### src/rtl/risc_cpu_param.sv
// risc_cpu_param: parametrised accumulator CPU core with an external single-port memory bus.
//
// ISA (3-bit opcode in word[ADDR_W+2:ADDR_W], operand in word[ADDR_W-1:0]):
//   000 HLT, 001 SKZ, 010 ADD, 011 AND, 100 XOR, 101 LDA, 110 STO, 111 JMP
// Every instruction is fetched in FETCH and decoded in EXEC.
// ALU/LDA/STO instructions then do one data access in MEMOP.
// HLT parks the core in HALTED until a resume pulse arrives.
// DATA_W must be at least ADDR_W+3 so that a memory word can hold a whole instruction.
//
// Parameters:
//   DATA_W    accumulator and memory word width
//   ADDR_W    address width (PC and operand)
//   RESET_PC  PC value after reset
//
// Ports:
//   clk        system clock, rising edge
//   rst        asynchronous active-low reset
//   resume     single-cycle pulse, leaves HALTED
//   mem_req    memory access request
//   mem_we     1 = write, 0 = read (valid with mem_req)
//   mem_addr   access address (valid with mem_req)
//   mem_wdata  write data, always the accumulator
//   mem_rdata  read data, sampled on the completing edge
//   mem_ready  access completes on an edge where mem_req and mem_ready are both high
//   halt       high while halted
//   pc, acc    debug views of the program counter and the accumulator
//   zero       acc == 0
//
// Optional feature, enabled by defining RISC_CPU_PERF_EN:
//   cyc_cnt  saturating count of cycles spent outside HALTED
//   ret_cnt  saturating count of retired instructions
module risc_cpu_param #(
  parameter int unsigned DATA_W   = 8,
  parameter int unsigned ADDR_W   = 5,
  parameter int unsigned RESET_PC = 0
) (
  input  logic              clk,
  input  logic              rst,
  input  logic              resume,
  output logic              mem_req,
  output logic              mem_we,
  output logic [ADDR_W-1:0] mem_addr,
  output logic [DATA_W-1:0] mem_wdata,
  input  logic [DATA_W-1:0] mem_rdata,
  input  logic              mem_ready,
  output logic              halt,
  output logic [ADDR_W-1:0] pc,
  output logic [DATA_W-1:0] acc,
  output logic              zero
`ifdef RISC_CPU_PERF_EN
  ,
  output logic [31:0]       cyc_cnt,
  output logic [31:0]       ret_cnt
`endif
);

  localparam int unsigned IrW = ADDR_W + 3;
  localparam logic [ADDR_W-1:0] ResetPc = ADDR_W'(RESET_PC);

  typedef enum logic [1:0] {StFetch, StExec, StMemop, StHalted} state_e;
  typedef enum logic [2:0] {
    OpHlt, OpSkz, OpAdd, OpAnd, OpXor, OpLda, OpSto, OpJmp
  } opcode_e;

  state_e            state_q, state_d;
  logic [ADDR_W-1:0] pc_q, pc_d;
  logic [DATA_W-1:0] acc_q, acc_d;
  // Only the opcode and operand fields are kept; higher word bits are ignored by the ISA.
  logic [IrW-1:0]    ir_q, ir_d;
  logic              bus_req, bus_we;

  opcode_e           opcode;
  logic [ADDR_W-1:0] operand;

  assign opcode  = opcode_e'(ir_q[IrW-1:ADDR_W]);
  assign operand = ir_q[ADDR_W-1:0];

  always_ff @(posedge clk or negedge rst) begin
    if (!rst) begin
      state_q <= StFetch;
      pc_q    <= ResetPc;
      acc_q   <= '0;
      ir_q    <= '0;
    end else begin
      state_q <= state_d;
      pc_q    <= pc_d;
      acc_q   <= acc_d;
      ir_q    <= ir_d;
    end
  end

  always_comb begin
    state_d  = state_q;
    pc_d     = pc_q;
    acc_d    = acc_q;
    ir_d     = ir_q;
    bus_req  = 1'b0;
    bus_we   = 1'b0;
    mem_addr = pc_q;

    unique case (state_q)
      StFetch: begin
        bus_req  = 1'b1;
        mem_addr = pc_q;
        if (mem_ready) begin
          ir_d    = mem_rdata[IrW-1:0];
          pc_d    = pc_q + ADDR_W'(1);
          state_d = StExec;
        end
      end
      StExec: begin
        unique case (opcode)
          OpHlt: state_d = StHalted;
          OpSkz: begin
            if (acc_q == '0) pc_d = pc_q + ADDR_W'(1);
            state_d = StFetch;
          end
          OpJmp: begin
            pc_d    = operand;
            state_d = StFetch;
          end
          OpAdd, OpAnd, OpXor, OpLda, OpSto: state_d = StMemop;
          default: state_d = StFetch;
        endcase
      end
      StMemop: begin
        bus_req  = 1'b1;
        bus_we   = (opcode == OpSto);
        mem_addr = operand;
        if (mem_ready) begin
          unique case (opcode)
            OpAdd:   acc_d = acc_q + mem_rdata;
            OpAnd:   acc_d = acc_q & mem_rdata;
            OpXor:   acc_d = acc_q ^ mem_rdata;
            OpLda:   acc_d = mem_rdata;
            default: acc_d = acc_q;
          endcase
          state_d = StFetch;
        end
      end
      StHalted: begin
        if (resume) state_d = StFetch;
      end
      default: state_d = StFetch;
    endcase
  end

  // Reset is FETCH, so request outputs are gated by rst to drop as soon as reset asserts.
  assign mem_req   = bus_req & rst;
  assign mem_we    = bus_we & rst;
  assign mem_wdata = acc_q;
  assign halt      = (state_q == StHalted);
  assign pc        = pc_q;
  assign acc       = acc_q;
  assign zero      = (acc_q == '0);

`ifdef RISC_CPU_PERF_EN
  logic        ret_inc;
  logic [31:0] cyc_cnt_q, ret_cnt_q;

  assign ret_inc = ((state_q == StExec) &&
                    (opcode == OpHlt || opcode == OpSkz || opcode == OpJmp)) ||
                   ((state_q == StMemop) && mem_ready);

  always_ff @(posedge clk or negedge rst) begin
    if (!rst) begin
      cyc_cnt_q <= '0;
      ret_cnt_q <= '0;
    end else begin
      if (state_q != StHalted && cyc_cnt_q != '1) cyc_cnt_q <= cyc_cnt_q + 32'd1;
      if (ret_inc && ret_cnt_q != '1) ret_cnt_q <= ret_cnt_q + 32'd1;
    end
  end

  assign cyc_cnt = cyc_cnt_q;
  assign ret_cnt = ret_cnt_q;
`endif

endmodule

### config.mk
export PLATFORM = sky130hd
export DESIGN_NAME = risc_cpu_param
export DESIGN_NICKNAME = d
export VERILOG_FILES = /design/src/rtl/risc_cpu_param.sv
export SDC_FILE = /design/constraint.sdc
export NUM_CORES = 1
export LEC_CHECK = 0
export ABC_AREA = 1
export BUFFER_PORTS_ARGS = -buffer_cell sky130_fd_sc_hd__buf_2
export CAP_MARGIN = 20
export CORE_AREA = 4 4 91 50
export CTS_BUF_LIST = sky130_fd_sc_hd__clkbuf_8
export DETAILED_ROUTE_END_ITERATION = 12
export DIE_AREA = 0 0 95 54
export GPL_ROUTABILITY_DRIVEN = 0
export MAX_ROUTING_LAYER = met4
export PLACE_DENSITY = 0.86
export SYNTH_ARGS = -nofsm -noshare
export SYNTH_HDL_FRONTEND = slang
export SYNTH_SLANG_ARGS = --single-unit
### constraint.sdc
create_clock -name clk -period 1.5 [get_ports clk]
set_input_delay 0.15 -clock clk [delete_from_list [all_inputs] [get_ports clk]]
set_output_delay 0.15 -clock clk [all_outputs]
set_load 0.01 [all_outputs]
# After elaboration in Yosys (flattened, before gate mapping)
# Index checks and enable logic that the tools add are counted.
# op_classes
n_eq_ne	15
bitwise	4
add_sub_neg	2
reduce_logical	12
mux	13
# op_table
operator	count
one-hot mux 8 bit (4 select lines)	1
one-hot mux 5 bit (2 select lines)	2
2-to-1 mux 5 bit	3
equality test 3 bit, second input constant	4
adder 8 bit	1
AND 8 bit	1
zero test 8 bit	1
one-hot mux 2 bit (4 select lines)	1
XOR 8 bit	1
equality test 3 x 2 -> 1 bit, second input constant	2
2-to-1 mux 2 bit	3
!= test 2 bit, second input constant	3
one-hot mux 2 bit (3 select lines)	1
AND reduction 3 bit	2
adder 5 x 1 -> 5 bit, second input constant	1
OR reduction 5 bit	1
equality test 2 bit, second input constant	2
AND reduction 4 bit	1
nonzero test 4 bit	1
OR reduction 2 bit	2
equality test 3 x 1 -> 1 bit, second input constant	1
zero test 3 bit	1
!= test 3 x 2 -> 1 bit, second input constant	1
!= test 3 bit, second input constant	1
6 further kinds	8
# word_totals
input_bits	12
output_inout_bits	30
elab_cells	50
ff_bits	23

# Longest topological paths before layout
# logic_depth
depth_word	4
mapped_depth	10
mapped_depth_nobuf	9

# Least setup slack after synthesis
# Ideal clock, no wire load.
# synth_path
path_type	register to register
startpoint	reg acc_q[0], in the netlist acc[0]
endpoint	reg acc_q[4], in the netlist acc[4]
setup_ns	0.116
path_stages_with_launch	10
slack_ns	-0.140
arrival_ns	1.524
n_path_buf	0
period_less_slack_ns	1.640
required_time_ns	1.384
path_cell_list	dfrtp_1 -> ha_1 -> fa_1 -> nand3_1 -> nand2_1 -> xor2_1 -> nand2_1 -> nand2_1 -> nand2_1 -> nand2_1
# synth_between
elab_chain_cells	2
# synth_lines
element	line_no	text
from (decl)	67	logic [DATA_W-1:0] acc_q, acc_d;
from (signal assigned)	82	acc_q <= '0;
from (signal assigned)	87	acc_q <= acc_d;
adder 8 bit	132	OpAdd: acc_d = acc_q + mem_rdata;
one-hot mux 8 bit (4 select lines)	131	unique case (opcode)
# Every way passes these cells.
# A chain may end at the register's enable or synchronous reset.

# Worst setup path after layout
# layout_path
startpoint	reg acc_q[0], in the netlist acc[0]
endpoint	reg acc_q[6], in the netlist acc[6]
# The elaborated chain is that of the path after synthesis.

==> summary.md <==
| Metric | Value |
|---|---|
| Met1 GRT Util | about a third |
| Syn Nets | 283 |
| Worst VDD drop | ~0.0011 V |
| Maximum clock path buffer count | 2 |
| Die width | 95 um |
| H-tree depth | 1 |
| Final WL | 6190 um |
| Initial Utilization | 49.47% |
| Fmax | 609.4 MHz |
| Cell area after layout | 2577 um^2 |
| Syn Inst Count | 260 |
| Commonest cells after routing, fill and taps aside | nand2_1, buf_2, inv_1, buf_4, dfrtp_1 |
| Final Max Slew Viols | 0 |
| Max stage delay on crit path | 0.39 ns |
| Fin util | 68.48% |
| Met2 Resource Use GR | between 30% and 40% |
| Area of placed instances | 2192 um^2 |
| Hold Fails Final Rpt | 0 |
| RSZ-0062 raised after global routing | yes |
| Slowest-stage cell, CP | dfrtp_1 |
| Critical Path, Cell by Cell | ha_2 > fa_2 > nand3_2 > nand2_2 > nand2_2 > nand2_1 > nand2_1 > nand3_2 > a21oi_2 |
| CTS tree | done |
| Worst slew pin tran | 0.3260 ns |
| Endpoint class of the critical path | flop |
| Adder-cell area share of the yosys netlist | 7.796% |
| Num CTS Buffers | 3 |
| Pin count of the biggest net entering global routing | 24 |
| Initial antenna violation count | 0 |
| CTS sink count | 23 |
| Number of synthesized register bits | 23 |
| Buf+Inv Stages, Crit Path | 0 |
| Largest family of logic cells by synthesized area | simple AND/OR/NAND/NOR gates |
| Initial DRC count | 170 |
| Worst hold path type | input port to flop |
| WP data arrival | 1.85 ns |
| Worst-path clk slew | 0.09 ns |
| Share of cells above drive strength 1 | 42.15% |
| Global route hottest layer | met2 |
| Core area | 3764 um^2 |
| DR WL/cell | between 15 and 20 um |
| Die area | between 5000 and 6000 um^2 |
| Met3 Resource Use GR | 6.844% |
| First-pass GRT wire length | approximately 8600 um |
| Total number of vias | 2080 |
| Top cells by area, synth | dfrtp_1, nand2_1, ha_1, inv_1, a21oi_1 |
| Grt total ovfl | 0 |
| LEAKAGE | 0.001279 uW |
| Netlist cell types | 34 |
| Final worst-path cycle share | 109.4% |
| Mapped Area | 1862 um^2 |
| Fraction of the mapped netlist area in compound gates | 13.04% |
| Area share of xor/xnor cells in the synthesized design | 2.823% |
| Worst setup SP type | flop |
| N_diodes | 0 |
| Clock Skew | between 0.004 and 0.005 ns |
| Outcome | finished, violations left |
| Commonest non-fill, non-tap cell in the layout | nand2_1 |
| Detailed placement HPWL | 3979 um |
| Port buffer count | 41 |
| Router iterations before antenna repair | 5 |
| DRC Markers | 0 |
| Ys Warns | 0 |
| Total GRT Usage | about 22% |
| Crit path kind | flop to flop |
| Synth-to-Final Area Change | 38.44% |
| Vias per cell | 5.488 |
| Simple-gate share of the synthesized area | 32.46% |
| Final antenna-violating net count | 0 |
| Nets | 349 |
| Worst skew pair latency | approximately 0.28 ns |
| Max cap viols | 0 |
| Leading area contributor after synthesis | dfrtp_1 |
| Vias in the first global route | 1789 |
| Synthesized area per cell | 7.161 um^2 |
| Row cnt | 16 |
| Pwr Density | 2270 nW/um^2 |
| Top Family by Delay on Critical Path | adder cells |
| Post-synthesis mux area share | 0.6048% |
| Post-synth top area share | 30.91% |
| Final non-filler cell total | 379 |
| Root buf cell | clkbuf_8 |
| Sequential fraction of the synthesis area | 30.91% |
| Failing checks | negative setup slack |
| CP max FO | 2 |
| Rel. slew slack | 78.27% |
| Tmin final | 1.641 ns |
| Final worst slack | -0.1411 ns |
| I/O pins | 42 |
| Placed cells | 361 |
| Final setup fails | 5 |
| # fillers | between 300 and 400 |
| CP required | 1.71 ns |
| Die Ht | 54 um |
[timing repair]
action / CTS / global route
hold buffers: 1 / 0
endpoints found under the setup margin: 5 / 17
pin swaps: 4 / 10
buffers inserted: 1 / 10
cloned: 0 / 3
endpoints found under the hold margin: 23 / 0
gates resized for setup: 4 / 41
[power breakdown]
part | leakage [uW] | internal (uW) | switching (uW)
Sequential | 0.000274 | 918 | 293
Combinational | 0.000983 | 1760 | 2470
Clock | 0.0000217 | 189 | 229
Total | 0.00128 | 2860 | 2990
[worst reg2reg max path, stage by stage (launching register included)]
cell and delay, ns:
dfrtp_1 0.39, ha_2 0.19, fa_2 0.36, nand3_2 0.10
nand2_2 0.10, nand2_2 0.09, nand2_1 0.06, nand2_1 0.09
nand3_2 0.07, a21oi_2 0.12
[routing by layer]
metal,up-vias,share of wire (%)
li1,972,-
met1,949,45
met2,134,42
met3,25,11
met4,0,1.8
met5,-,0
[cell families (layout without fill, tap and decap cells)]
group,count (synthesis),in the layout
flops,23,23
mux,1,1
buf+inv,47,110
fa+ha+maj,11,11
simple gates,127,129
compound gates,45,45
xor+xnor,6,6
[layout make-up]
class	instances	area, um^2	area share (%)
flip-flops and latches	23	576.8	22.38
well taps	54	67.56	2.621
multi-input cells	192	1262	48.98
clock inverters	1	7.507	0.2913
clock buffers	3	41.29	1.602
inverters	34	133.9	5.194
repair buffers	72	488.0	18.93
[synthesized netlist by cell type]
cell type / n
nor4_1: 1
mux2_2: 1
inv_2: 6
nand3_1: 14
buf_6: 2
o2111ai_1: 1
and3_1: 1
fa_1: 1
o211ai_1: 1
xor2_1: 4
xnor2_1: 2
nand2_1: 70
nand4_2: 1
nor2_1: 20
nor3_1: 1
nand4_1: 5
nand2_2: 4
buf_4: 10
or2_2: 1
a21oi_2: 2
nor2_4: 2
o21ai_1: 8
clkinv_1: 1
inv_1: 27
o21ai_0: 15
ha_1: 10
dfrtp_1: 23
nor3_4: 2
a21oi_1: 17
nand3_2: 2
nand2_4: 2
buf_2: 1
o221ai_1: 1
nor2_2: 1
[per-stage QoR]
| step | setup TNS, ns | hold slack [ns] | power (uW) | worst slack, ns |
|---|---|---|---|---|
| 5_1_grt | -1.145 | 0.1620 | 6309 | -0.2368 |
| 2_1_floorplan | -0.1577 | -0.1456 | 3477 | -0.06929 |
| 3_5_place_dp | -0.09749 | 0.1664 | 4491 | -0.06239 |
| 6_report | -0.3114 | 0.1455 | 5850 | -0.1411 |
| 4_1_cts | -0.1199 | 0.1478 | 4969 | -0.05320 |
| 3_3_place_gp | -0.01254 | 0.1639 | 4393 | -0.008111 |
[path summary, 6_finish.rpt]
| path | startpoint | to | slack, ns | cells past startpoint |
|---|---|---|---|---|
| hold / removal | resume | state_q[0] | 0.15 | 3 |
| min in group asynchronous | rst | acc[7] | 0.40 | 3 |
| setup reg to reg | acc[0] | acc[6] | -0.14 | 9 |
| max in group asynchronous | rst | acc[1] | 0.84 | 3 |
| hold reg to reg | ir_q[3] | ir_q[3] | 0.52 | 2 |
| setup / recovery | acc[0] | acc[6] | -0.14 | 9 |
[sequential cells by signal (all words and copies together) (netlist names)]
name and cells:
pc 5, acc 8, ir_q 8, state_q 2
Power figures use the tool's default switching activity.
